### config.mk
export PLATFORM = sky130hd
export DESIGN_NAME = updown_counter_nbit_flat
export DESIGN_NICKNAME = d
export VERILOG_FILES = /design/src/rtl/updown_counter_nbit_if.sv /design/src/rtl/updown_counter_nbit.sv /design/src/flat_wrapper.sv
export SDC_FILE = /design/constraint.sdc
export NUM_CORES = 1
export LEC_CHECK = 0
export CORE_ASPECT_RATIO = 1.25
export CORE_MARGIN = 5
export CORE_UTILIZATION = 49
export CTS_CLUSTER_SIZE = 20
export DETAILED_ROUTE_END_ITERATION = 12
export PLACE_DENSITY_LB_ADDON = 0.1
export SLEW_MARGIN = 20
export SYNTH_ARGS = -nofsm -noshare
export SYNTH_HDL_FRONTEND = slang
export SYNTH_SLANG_ARGS = --single-unit
### constraint.sdc
create_clock -name clk -period 3.1 [get_ports clk]
set_input_delay 0.465 -clock clk [delete_from_list [all_inputs] [get_ports clk]]
set_output_delay 0.465 -clock clk [all_outputs]
set_load 0.05 [all_outputs]
### src/rtl/updown_counter_nbit_if.sv
// Control and status bundle for updown_counter_nbit.
// The master drives the level-sampled controls; the counter (slave) returns count and flags.
interface updown_counter_nbit_if #(
    parameter int WIDTH = 8
);
    // No valid/ready handshake: every control is a level sampled on each rising
    // clock edge with priority clr > load > en; status is valid after that edge.
    logic             clr;
    logic             load;
    logic [WIDTH-1:0] load_val;
    logic             en;
    logic             up;
    logic [WIDTH-1:0] Result;
    logic             tc;
    logic             wrap;
    logic             ovf;

    modport master (
        output clr, load, load_val, en, up,
        input  Result, tc, wrap, ovf
    );

    modport slave (
        input  clr, load, load_val, en, up,
        output Result, tc, wrap, ovf
    );
endinterface

### src/rtl/updown_counter_nbit.sv
// Parametrised up/down counter with modulus, load clamp, clear, wrap/saturate mode,
// terminal-count, one-cycle bound pulse and sticky overflow flag.
module updown_counter_nbit #(
    parameter int              WIDTH    = 8,
    parameter longint unsigned MODULUS  = 64'd1 << WIDTH,
    parameter bit              SATURATE = 1'b0
) (
    input logic                 clk,
    input logic                 rst,
    updown_counter_nbit_if.slave bus
);
    // One extra bit so MODULUS == 2**WIDTH is representable without truncation.
    localparam longint unsigned MAX_L   = MODULUS - 64'd1;
    localparam logic [WIDTH:0]  MOD_EXT = MODULUS[WIDTH:0];
    localparam logic [WIDTH:0]  MAX_EXT = MAX_L[WIDTH:0];

    logic [WIDTH-1:0] cnt_q, cnt_d;
    logic             wrap_q, wrap_d;
    logic             ovf_q, ovf_d;

    logic [WIDTH:0]   cnt_ext;
    logic [WIDTH:0]   inc_ext;
    logic [WIDTH:0]   dec_ext;
    logic [WIDTH:0]   load_ext;
    logic             at_max;
    logic             at_zero;

    always_comb begin
        cnt_ext  = {1'b0, cnt_q};
        inc_ext  = cnt_ext + {{WIDTH{1'b0}}, 1'b1};
        dec_ext  = cnt_ext - {{WIDTH{1'b0}}, 1'b1};
        load_ext = {1'b0, bus.load_val};
        // Incrementing to MODULUS means we sit on the top value; a borrow means we sit on 0.
        at_max   = (inc_ext == MOD_EXT);
        at_zero  = dec_ext[WIDTH];
    end

    always_comb begin
        cnt_d  = cnt_q;
        wrap_d = 1'b0;
        ovf_d  = ovf_q;
        if (bus.clr) begin
            cnt_d = '0;
            ovf_d = 1'b0;
        end else if (bus.load) begin
            cnt_d = (load_ext > MAX_EXT) ? MAX_EXT[WIDTH-1:0] : bus.load_val;
        end else if (bus.en) begin
            if (bus.up) begin
                if (at_max) begin
                    cnt_d  = SATURATE ? cnt_q : '0;
                    wrap_d = 1'b1;
                    ovf_d  = 1'b1;
                end else begin
                    cnt_d = inc_ext[WIDTH-1:0];
                end
            end else begin
                if (at_zero) begin
                    cnt_d  = SATURATE ? cnt_q : MAX_EXT[WIDTH-1:0];
                    wrap_d = 1'b1;
                    ovf_d  = 1'b1;
                end else begin
                    cnt_d = dec_ext[WIDTH-1:0];
                end
            end
        end
    end

    always_ff @(posedge clk or posedge rst) begin
        if (rst) begin
            cnt_q  <= '0;
            wrap_q <= 1'b0;
            ovf_q  <= 1'b0;
        end else begin
            cnt_q  <= cnt_d;
            wrap_q <= wrap_d;
            ovf_q  <= ovf_d;
        end
    end

    assign bus.Result = cnt_q;
    assign bus.tc     = bus.en & (bus.up ? at_max : at_zero);
    assign bus.wrap   = wrap_q;
    assign bus.ovf    = ovf_q;
endmodule

### src/flat_wrapper.sv
// flat-port wrapper written by rule: the top's interface ports become plain ports
module updown_counter_nbit_flat 
#(
    parameter int              WIDTH    = 8,
    parameter longint unsigned MODULUS  = 64'd1 << WIDTH,
    parameter bit              SATURATE = 1'b0
)
  (clk, rst, bus_clr, bus_load, bus_load_val, bus_en, bus_up, bus_Result, bus_tc, bus_wrap, bus_ovf);
  updown_counter_nbit_if #(.WIDTH(WIDTH)) bus_i ();
  input logic clk;
  input logic rst;
  input wire logic [$bits(bus_i.clr)-1:0] bus_clr;
  input wire logic [$bits(bus_i.load)-1:0] bus_load;
  input wire logic [$bits(bus_i.load_val)-1:0] bus_load_val;
  input wire logic [$bits(bus_i.en)-1:0] bus_en;
  input wire logic [$bits(bus_i.up)-1:0] bus_up;
  output wire logic [$bits(bus_i.Result)-1:0] bus_Result;
  output wire logic [$bits(bus_i.tc)-1:0] bus_tc;
  output wire logic [$bits(bus_i.wrap)-1:0] bus_wrap;
  output wire logic [$bits(bus_i.ovf)-1:0] bus_ovf;
  assign bus_i.clr = bus_clr;
  assign bus_i.load = bus_load;
  assign bus_i.load_val = bus_load_val;
  assign bus_i.en = bus_en;
  assign bus_i.up = bus_up;
  assign bus_Result = bus_i.Result;
  assign bus_tc = bus_i.tc;
  assign bus_wrap = bus_i.wrap;
  assign bus_ovf = bus_i.ovf;
  updown_counter_nbit #(.WIDTH(WIDTH), .MODULUS(MODULUS), .SATURATE(SATURATE)) u_core (.clk(clk), .rst(rst), .bus(bus_i));
endmodule
[Word-level counts from Yosys, hierarchy flattened]
Index checks and enable logic that the tools add are counted.
Word-level totals
  bits in registers: 10
  input port bits: 14
  output and inout bits: 11
Operators by class
  $add $sub $neg: 2
  order comparisons: 1
  equal/unequal tests: 3
  muxes and demuxes: 20
  bitwise logic cells: 1
  reduce and logical (&&, ||, !) cells: 4
Operators with widths (number)
  $mux W8: 7
  $mux W1: 13
  $add A8 B1 Y9 const B: 1
  $eq A9 B9 Y1 const B: 1
  $sub A8 B1 Y9 const B: 1
  $gt A8 B8 Y1 const B: 1
  $reduce_bool A3 Y1: 2
  $reduce_and A4 Y1: 1
  $ne A3 B2 Y1 const B: 1
  $ne A2 B2 Y1 const B: 1
  $reduce_bool A2 Y1: 1
  $and A1 B1 Y1: 1

[Longest topological paths before layout]
Gate-level depths: netlist (run 1).
  depth after elaboration: 7
  depth in mapped cells: 7
  mapped depth without buffers: 6

[Worst setup path after synthesis (run 1)]
No wires, ideal clock.
  path type: flip-flop to output port
  start: register u_core.cnt_q[2] (netlist: u_core.bus.Result[2])
  end: output bus_tc
  arrival: 2.323 ns
  slack: 0.312 ns
  cell stages (with the launch flop): 7
  path buffers: 2
  cell sequence: dfrtp_1 > buf_6 > or4_4 > buf_6 > nor4_2 > nor2_1 > nor2_1
Between the ends
  word-level cells in the longest chain between the ends: 4
RTL lines
  start: declaration: RTL line updown_counter_nbit.sv:17  | logic [WIDTH-1:0] cnt_q, cnt_d;
  start signal: assignment: RTL line updown_counter_nbit.sv:74  | cnt_q <= cnt_d;
  $add A8 B1 Y9: RTL line updown_counter_nbit.sv:30  | inc_ext = cnt_ext + {{WIDTH{1'b0}}, 1'b1};
  $eq A9 B9 Y1: RTL line updown_counter_nbit.sv:34  | at_max = (inc_ext == MOD_EXT);
  $mux W1 *: RTL line updown_counter_nbit.sv:81  | assign bus.tc = bus.en & (bus.up ? at_max : at_zero);
  $and A1 B1 Y1 *: RTL line updown_counter_nbit.sv:81
  end: declaration: RTL line flat_wrapper.sv:18  | output wire logic [$bits(bus_i.tc)-1:0] bus_tc;
Mark *: on every way between the ends. The rest lies on a longest branch, timed or not.

[Worst setup path in the final report (run 1)]
  start: input bus_up
  end: output bus_tc
Between the ends
  word-level cells in the longest chain between the ends: 2
RTL lines
  start: declaration: RTL line flat_wrapper.sv:16  | input wire logic [$bits(bus_i.up)-1:0] bus_up;
  $mux W1: RTL line updown_counter_nbit.sv:81
  $and A1 B1 Y1: RTL line updown_counter_nbit.sv:81
No other way between the ends.

==> flow_summary.ini, run 1 <==
[clock_network]
ctsRootBufferMaster = clkbuf_4
hold_buffer_count_at_cts = 0
clock_tree_from_tritoncts = done
htree_num_levels = 1
clk-insertion-delay-late_ns = 0.27
clk_transition_reported_paths_ns = 0.08
post-cts-setup-buffer-count = 0
cts_sinks = 10
cts_resized = 0
max-clock-path-buffers = 2
tritoncts.num_buffers = 3

[power_and_ir_drop]
switchingPower_w = 0.000157
share_clk_of_total_power = 0.292
switching_share = 0.364
portion_of_total_power_attributed_to_sequential_cells = 0.369
p_comb_frac = 0.338
power.internal_w = 0.000273
peakVddDrop_uv = 265
power_w = 0.000429
total_power_divided_by_cell_area_nw_per_um2 = 392
leakage_nw = 0.421

[final_layout]
antennaDiodeCount = 0
fillers = 137
layout-area-overhead-vs-synth_pct = 31.1
final_layout_size_suffix_gt1_frac = 0.119
fin_area_um2 = 1100
final-instance-count-excl-fill = 136
multi_input_area_um2 = 503
final-seq-area_um2 = 250
nNetsFinal = 136

[placement]
cell_count_after_placement = 132
hpwlAfterDp_um = 1630
portBuffers = 24
placedInstanceArea_um2 = 1060
globalplace.congestion = 0.852

[grt]
grt.total_usage = 0.179
remaining_overflow_grt = 0
number_of_antenna_violations_at_the_first_check_in_global_routing = 0
grt_max_degree = 15
grt_first_pass_wirelength_um = 3660
vias_in_the_first_global_route = 834

[yosys]
synth-warning-count = 0
synthCells = 99
synth_common_cells = dfrtp_1 (10), inv_1 (9), nor2_1 (9)
synth_flop_cell = dfrtp_1
yosysSeqAreaShare = 0.299
synthDominantAreaCellType = dfrtp_1
synthArstFlopShare = 1.00
syn_avg_cell_area_um2 = 8.44
synth.area.top_cells = dfrtp_1 (30%), ha_1 (4.5%), a21oi_1 (4.2%), xnor2_1 (4.2%), inv_1 (4.0%)
synthesis.area_um2 = 836
synthDominantCellAreaShare = 0.299
synth_nets = 116
synth.ff_latch_count = 10
yosys.cell_count.top_type = dfrtp_1
synth.lib_cells_used.distinct = 41
number_of_enable_flip_flop_cells_after_synthesis = 0

[critical_path]
reg2reg_setup_slack_ns = 1.03
arrival_ns = 2.13
timing.critical_path.mode_cell = nor2_1
worst_r2r_path_depth = 6
crit-reg2reg-launch = u_core.bus.Result[0]
cpMaxStageDelayCell = clkdlybuf4s50_1
crit_path_max_incr_delay_ns = 0.62
startpoint_type = input pin
timing.setup.critical_path_class = input pin to output port
critical_path.cell_chain = clkdlybuf4s50_1 > nand2_1 > nor4_1 > nor2_1 > nor2_1 > buf_12
critical_path_endpoint_category = output port
crit_fanout = 10
worstPathRequired_ns = 2.63
critPathTopFamily = simple AND/OR/NAND/NOR gates
r2r_end = u_core.bus.Result[3]
critPathBufInv = 2

[routing]
firstDrtPassIters = 4
total_wire_length_after_detailed_routing_um = 2170
wire_per_inst_um = 15.9
drtAntennaViolNets = 0
dr.first_iter.drc_count = 32
vias_per_cell = 6.42
post-route-drc-count = 0
detailroute.via_count = 873

[floorplanning]
design.portCount = 25
die_height_um = 56.2
area_of_the_die_um2 = 2640
die_x_um = 46.9
core.rowCount = 16
start_util = 0.522
core_area_um2 = 1600

[sta]
setup_viol = 0
timing_worst_slew_pin_value_ns = 0.542
whs_ns = 0.480
fmax_mhz = 385
setup_total_negative_slack_ns = 0
report.final.slew_viol_count = 0
finalCritPeriodShare = 0.837
final.setup_skew_ns = 0.000812
maxSlewHeadroom = 0.637
period_minus_slack_ns = 2.59
finalHoldViolations = 0
grt_setup_unrepaired = false

[worst_hold_path]
holdCritPathClass = input pin to async pin

[flow_run]
number_of_maximum_capacitance_constraint_violations = 0

[outcome]
run_status = completed
-- sequential cells by signal, summed over array words and instances (netlist names) --
name               cells
u_core.bus.wrap        1
u_core.bus.Result      8
u_core.bus.ovf         1
-- metrics by stage --
step           setup WS [ns]  utilization
2_1_floorplan          0.312            -
3_3_place_gp           0.626        0.662
3_5_place_dp           0.540        0.662
4_1_cts                0.514        0.684
5_1_grt                0.408        0.684
6_report               0.506        0.684
-- layer usage --
layer,track usage,share of wire,vias up
met4,0.0474,0.0092,0
met1,0.226,0.39,409
met2,0.293,0.53,47
met5,0,0,-
met3,0.0421,0.079,4
li1,-,-,413
-- kinds of logic (layout without fill, tap and decap cells) --
kind of cell             after synthesis  in the layout  share of synthesized area
adder cells (fa/ha/maj)                3              3                     0.0449
buffers and inverters                 18             37                     0.0988
XOR/XNOR                               5              5                     0.0524
AND/OR/NAND/NOR                       34             34                      0.244
flip-flops                            10             10                      0.299
AO/OA/AOI/OAI                         29             29                      0.260
-- final cells by class --
cell class                      instances  share of cell area
Clock buffer                            4              0.0331
Inverter                                9              0.0308
Timing Repair Buffer                   24               0.228
Tap cell                               18              0.0205
Multi-Input combinational cell         71               0.459
Sequential cell                        10               0.228
-- power by group through the flow --
stage               registers, W   logic, W  clock network [W]
CTS                     0.000158   0.000146           0.000124
floorplan               0.000181  0.0000790                  0
detailed placement      0.000161   0.000145                  0
global route            0.000161   0.000156           0.000131
global placement        0.000160   0.000143                  0
finish                  0.000159   0.000145           0.000126
-- how the worst max path moves through the flow --
stage	from	endpoint	slack (ns)	cells past startpoint
after floorplan	u_core.bus.Result[2]	bus_tc	0.31	6
after detailed placement	bus_up	bus_tc	0.54	6
after global placement	bus_up	bus_tc	0.63	6
after CTS	bus_up	bus_tc	0.51	6
after global routing	u_core.bus.Result[0]	bus_tc	0.41	7
final	bus_up	bus_tc	0.51	6
-- cell usage in the layout, fill, tap and decap left out, types with 2 or more instances in the layout --
| cell | Yosys | routed |
|---|---|---|
| a211oi_1 | 4 | 4 |
| a21oi_1 | 7 | 7 |
| a221oi_1 | 2 | 2 |
| and4_2 | 2 | 2 |
| clkbuf_4 | 0 | 3 |
| clkdlybuf4s50_1 | 0 | 23 |
| dfrtp_1 | 10 | 10 |
| ha_1 | 3 | 3 |
| inv_1 | 9 | 9 |
| nand2_1 | 4 | 4 |
| nand4_1 | 3 | 3 |
| nor2_1 | 9 | 9 |
| nor3_1 | 2 | 2 |
| nor4_1 | 4 | 4 |
| o21ai_0 | 2 | 2 |
| xnor2_1 | 4 | 4 |
Note: power is estimated with default switching activity, not from simulation.
==> run 2: changes to the inputs <==
- CORE_UTILIZATION: 49 -> 46
- clock period: 3.1 -> 2.65 ns (I/O delays scaled with it)
==> flow_summary.ini, run 2 (synthesis gave the netlist of run 1 again) <==
[outcome]
run_status = completed

[final_layout]
post-route-util = 0.631
leading_cell_type_in_the_layout_fill_and_taps_excluded = clkdlybuf4s50_1
antennaDiodeCount = 0
fillers = 163
max_ffs_per_register = 8
nNetsFinal = 138
final_layout_size_suffix_gt1_frac = 0.134
layout-area-overhead-vs-synth_pct = 31.7
layout.cells.most_common_list = clkdlybuf4s50_1 (23), dfrtp_1 (10), inv_1 (9)

[worst_hold_path]
holdCritPathClass = input pin to async pin

[placement]
hpwlAfterDp_um = 1640
portBuffers = 24
globalplace.congestion = 0.879

[power_and_ir_drop]
portion_of_total_power_attributed_to_sequential_cells = 0.399
share_clk_of_total_power = 0.232
p_comb_frac = 0.370
total_power_divided_by_cell_area_nw_per_um2 = 422
power.internal_w = 0.000291
peakVddDrop_uv = 320
switchingPower_w = 0.000174
switching_share = 0.374
power_w = 0.000465
leakage_nw = 0.423

[floorplanning]
area_of_the_die_um2 = 2770
die_x_um = 48.1
die_height_um = 57.7
core.rowCount = 17
core_area_um2 = 1740
start_util = 0.479
design.portCount = 25

[clock_network]
hold_buffer_count_at_cts = 0
cts_sinks = 10
ctsRootBufferMaster = clkbuf_4
htree_num_levels = 1
clk_transition_reported_paths_ns = 0.06
max-clock-path-buffers = 2
cts_resized = 0
clock_tree_from_tritoncts = done
clk-insertion-delay-late_ns = 0.27
post-cts-setup-buffer-count = 0
tritoncts.num_buffers = 3

[routing]
post-route-drc-count = 0
vias_per_cell = 6.04
wire_per_inst_um = 15.7
detailroute.via_count = 834
total_wire_length_after_detailed_routing_um = 2170
drtAntennaViolNets = 0
firstDrtPassIters = 4
dr.first_iter.drc_count = 22

[sta]
timing_worst_slew_pin_value_ns = 0.501
setup_total_negative_slack_ns = 0
finalHoldViolations = 0
finalCritPeriodShare = 0.909
setup_viol = 0
final.setup_skew_ns = 0.000373
report.final.slew_viol_count = 0
period_minus_slack_ns = 2.41
maxSlewHeadroom = 0.665
fmax_mhz = 415
grt_setup_unrepaired = false

[critical_path]
arrival_ns = 2.01
startpoint_type = flop
worst_r2r_path_depth = 6
r2r_end = u_core.bus.Result[3]
crit-reg2reg-launch = u_core.bus.Result[0]
reg2reg_setup_slack_ns = 0.68
crit_fanout = 6
critical_path_endpoint_category = output port
timing.setup.critical_path_class = flop to output port
worstPathRequired_ns = 2.25

[grt]
grt_first_pass_wirelength_um = 3720
number_of_antenna_violations_at_the_first_check_in_global_routing = 0
grt.total_usage = 0.181
grt_max_degree = 13
vias_in_the_first_global_route = 817
remaining_overflow_grt = 0

[flow_run]
number_of_maximum_capacitance_constraint_violations = 0
run 2: changes by cell type in the layout (fill, tap and decap cells not counted), sizes merged:
cell,change
buf,+2
clkbuf,-1
run 2: cell type report:
type	instances	area, µm²	share of cell area
clock buffers	3	22.5	0.0205
flip-flops and latches	10	250	0.227
well taps	19	23.8	0.0216
multi-input cells	71	505	0.459
repair buffers	26	265	0.241
inverters	9	33.8	0.0307
run 2: worst max path at each step:
stage,startpoint,end,slack [ns],cells after the start
final,u_core.bus.Result[5],bus_tc,0.24,5
after global routing,u_core.bus.Result[0],bus_tc,0.05,7
after CTS,u_core.bus.Result[5],bus_tc,0.25,5
after detailed placement,bus_up,bus_tc,0.28,6
after global placement,bus_up,bus_tc,0.35,6
after floorplan,u_core.bus.Result[2],bus_tc,0.15,6
run 2: worst max-delay path: stages, from the launching register on:
cell and delay [ns]:
dfrtp_1 0.44, or4_4 0.62, nor4_2 0.26, nor2_1 0.12, nor2_2 0.15, buf_12 0.15
run 2: power by group through the flow:
stage          clock network, W  logic (W)  registers (W)
2_1_floorplan                 0  0.0000928       0.000212
3_3_place_gp                  0   0.000170       0.000187
3_5_place_dp                  0   0.000171       0.000188
4_1_cts                0.000110   0.000172       0.000185
5_1_grt                0.000117   0.000186       0.000189
6_report               0.000108   0.000172       0.000185
run 2: through the flow:
| step | hold WS [ns] | instances | setup slack [ns] | cell area (µm²) |
|---|---|---|---|---|
| 6_report | 0.401 | 138 | 0.240 | 1100 |
| 5_1_grt | 0.440 | 138 | 0.0467 | 1100 |
| 4_1_cts | 0.418 | 138 | 0.248 | 1100 |
| 3_5_place_dp | 0.516 | 135 | 0.278 | 1080 |
| 3_3_place_gp | 0.501 | 135 | 0.350 | 1080 |
| 2_1_floorplan | 0.238 | 99 | 0.146 | 838 |
run 2: routing by layer:
metal	vias to the layer above	track usage	part of all wire	routed length [µm]
met5	-	0	0	0
met4	0	0.0692	0.019	41
met3	5	0.0311	0.044	95
met2	20	0.289	0.49	1070
met1	402	0.236	0.44	962
li1	407	-	-	-
==> run 3: changes to the inputs <==
- ABC_AREA: default -> 1
- CORE_UTILIZATION: 46 -> 48
==> flow_summary.ini, run 3 <==
[outcome]
run_status = completed

[yosys]
synthArstFlopShare = 1.00
yosys.cell_count.top_type = nand2_1
synth_flop_cell = dfrtp_1
synth.lib_cells_used.distinct = 23
synth_common_cells = nand2_1 (43), nor2_1 (24), inv_1 (21)
synth-warning-count = 0
syn_avg_cell_area_um2 = 6.45
synthCells = 152
number_of_enable_flip_flop_cells_after_synthesis = 0
yosysSeqAreaShare = 0.255
synth.ff_latch_count = 10
synth.area.top_cells = dfrtp_1 (26%), nand2_1 (16%), nor2_1 (9.2%), inv_1 (8.0%), nand3_1 (7.7%)
synthDominantCellAreaShare = 0.255
synth_nets = 169
synthDominantAreaCellType = dfrtp_1
synthesis.area_um2 = 981

[grt]
grt_first_pass_wirelength_um = 4620
grt_max_degree = 16
vias_in_the_first_global_route = 1058
number_of_antenna_violations_at_the_first_check_in_global_routing = 0
grt.total_usage = 0.195
remaining_overflow_grt = 0

[floorplanning]
core_area_um2 = 1960
start_util = 0.501
area_of_the_die_um2 = 3050
die_x_um = 50.4
design.portCount = 25
die_height_um = 60.5
core.rowCount = 18

[routing]
total_wire_length_after_detailed_routing_um = 2600
vias_per_cell = 5.21
wire_per_inst_um = 13.2
post-route-drc-count = 0
dr.first_iter.drc_count = 51
drtAntennaViolNets = 0
firstDrtPassIters = 4
detailroute.via_count = 1021

[final_layout]
multi_input_area_um2 = 588
nNetsFinal = 195
leading_cell_type_in_the_layout_fill_and_taps_excluded = nand2_1
final_layout_size_suffix_gt1_frac = 0.102
max_ffs_per_register = 8
layout-area-overhead-vs-synth_pct = 25.4
layout.cells.most_common_list = nand2_1 (43), nor2_1 (24), clkdlybuf4s50_1 (23)
final-seq-area_um2 = 250
antennaDiodeCount = 0
fillers = 200

[critical_path]
crit_fanout = 6
arrival_ns = 1.93
worstPathRequired_ns = 2.25
worst_r2r_path_depth = 11
reg2reg_setup_slack_ns = 1.00
critical_path_endpoint_category = output port
timing.setup.critical_path_class = flop to output port
crit_path_max_incr_delay_ns = 0.44
crit-reg2reg-launch = u_core.bus.Result[0]
startpoint_type = flop
cpMaxStageDelayCell = dfrtp_1
critical_path.cell_chain = inv_1 > ha_1 > nand3_2 > nor2_4 > nor2_8 > nor2_2 > nand2_1 > inv_1 > buf_12
r2r_end = u_core.bus.Result[6]
timing.critical_path.mode_cell = inv_1

[worst_hold_path]
holdCritPathClass = input pin to async pin

[power_and_ir_drop]
leakage_nw = 0.619
peakVddDrop_uv = 266
total_power_divided_by_cell_area_nw_per_um2 = 435
power_w = 0.000535

[clock_network]
tritoncts.num_buffers = 3
ctsRootBufferMaster = clkbuf_4
cts_resized = 0
cts_sinks = 10
clk-insertion-delay-late_ns = 0.27
clk_transition_reported_paths_ns = 0.07
post-cts-setup-buffer-count = 0
clock_tree_from_tritoncts = done
max-clock-path-buffers = 2
htree_num_levels = 1
hold_buffer_count_at_cts = 0

[sta]
finalCritPeriodShare = 0.878
final.setup_skew_ns = 0.00577
timing_worst_slew_pin_value_ns = 0.511
period_minus_slack_ns = 2.33
fmax_mhz = 430
report.final.slew_viol_count = 0
setup_total_negative_slack_ns = 0
whs_ns = 0.406
setup_viol = 0
grt_setup_unrepaired = false
maxSlewHeadroom = 0.658
finalHoldViolations = 0

[placement]
hpwlAfterDp_um = 2140
portBuffers = 24
globalplace.congestion = 0.845

[flow_run]
number_of_maximum_capacitance_constraint_violations = 0
## run 3: changes by cell type after synthesis, sizes merged, moves of 4 or more
cell    before  now
nor4         5    0
nand2        4   44
xnor2        4    0
nor2         9   30
a21oi        7    2
o21ai        3   11
nand3        1   18
clkbuf       7    1
a211oi       4    0
inv          9   22
## run 3: metal layers
| metal | wire length [µm] | global-route usage |
|---|---|---|
| met1 | 1110 | 0.229 |
| met2 | 1350 | 0.366 |
| met3 | 101 | 0.0147 |
| met4 | 34 | 0.0730 |
| met5 | 0 | 0 |
## run 3: cell type report
cell class / count / area share
Sequential cell: 10 / 0.203
Clock buffer: 3 / 0.0183
Inverter: 23 / 0.0702
Timing Repair Buffer: 25 / 0.210
Tap cell: 20 / 0.0203
Multi-Input combinational cell: 115 / 0.478
## run 3: report_power, final
group          switching, W  leakage (nW)  total, W  internal (W)
combinational      0.000149         0.474  0.000238     0.0000886
clock             0.0000531        0.0138  0.000106     0.0000525
sequential        0.0000267         0.131  0.000191      0.000165
## run 3: cell families (layout without fill, tap and decap cells)
logic type,Yosys count,in the layout,share of synthesized area
simple gates,94,94,0.445
buf+inv,27,51,0.145
compound gates,15,15,0.0893
flops,10,10,0.255
fa+ha+maj,3,3,0.0383
xor+xnor,3,3,0.0268
## run 3: metrics by stage
| stage | area, µm² | setup slack (ns) | utilization | std cells |
|---|---|---|---|---|
| after floorplan | 981 | 0.403 | - | 152 |
| after detailed placement | 1210 | 0.540 | 0.616 | 193 |
| after global placement | 1210 | 0.578 | 0.616 | 193 |
| final | 1230 | 0.324 | 0.628 | 196 |
| after global routing | 1230 | 0.211 | 0.628 | 196 |
| after CTS | 1230 | 0.312 | 0.628 | 196 |
## run 3: worst max path at each step
stage	cells past startpoint	end	start	slack (ns)
global route	9	bus_tc	u_core.bus.Result[0]	0.21
floorplan	8	bus_tc	u_core.bus.Result[0]	0.40
CTS	9	bus_tc	u_core.bus.Result[0]	0.31
finish	9	bus_tc	u_core.bus.Result[0]	0.32
detailed placement	6	bus_tc	bus_up	0.54
global placement	6	bus_tc	bus_up	0.58
## run 3: worst max-delay path, delay by kind of cell (launching register included)
family	cells	cell delay, ns
DFF	1	0.44
adders and majority gates	1	0.24
buffers and inverters	3	0.42
and+or+nand+nor	5	0.56
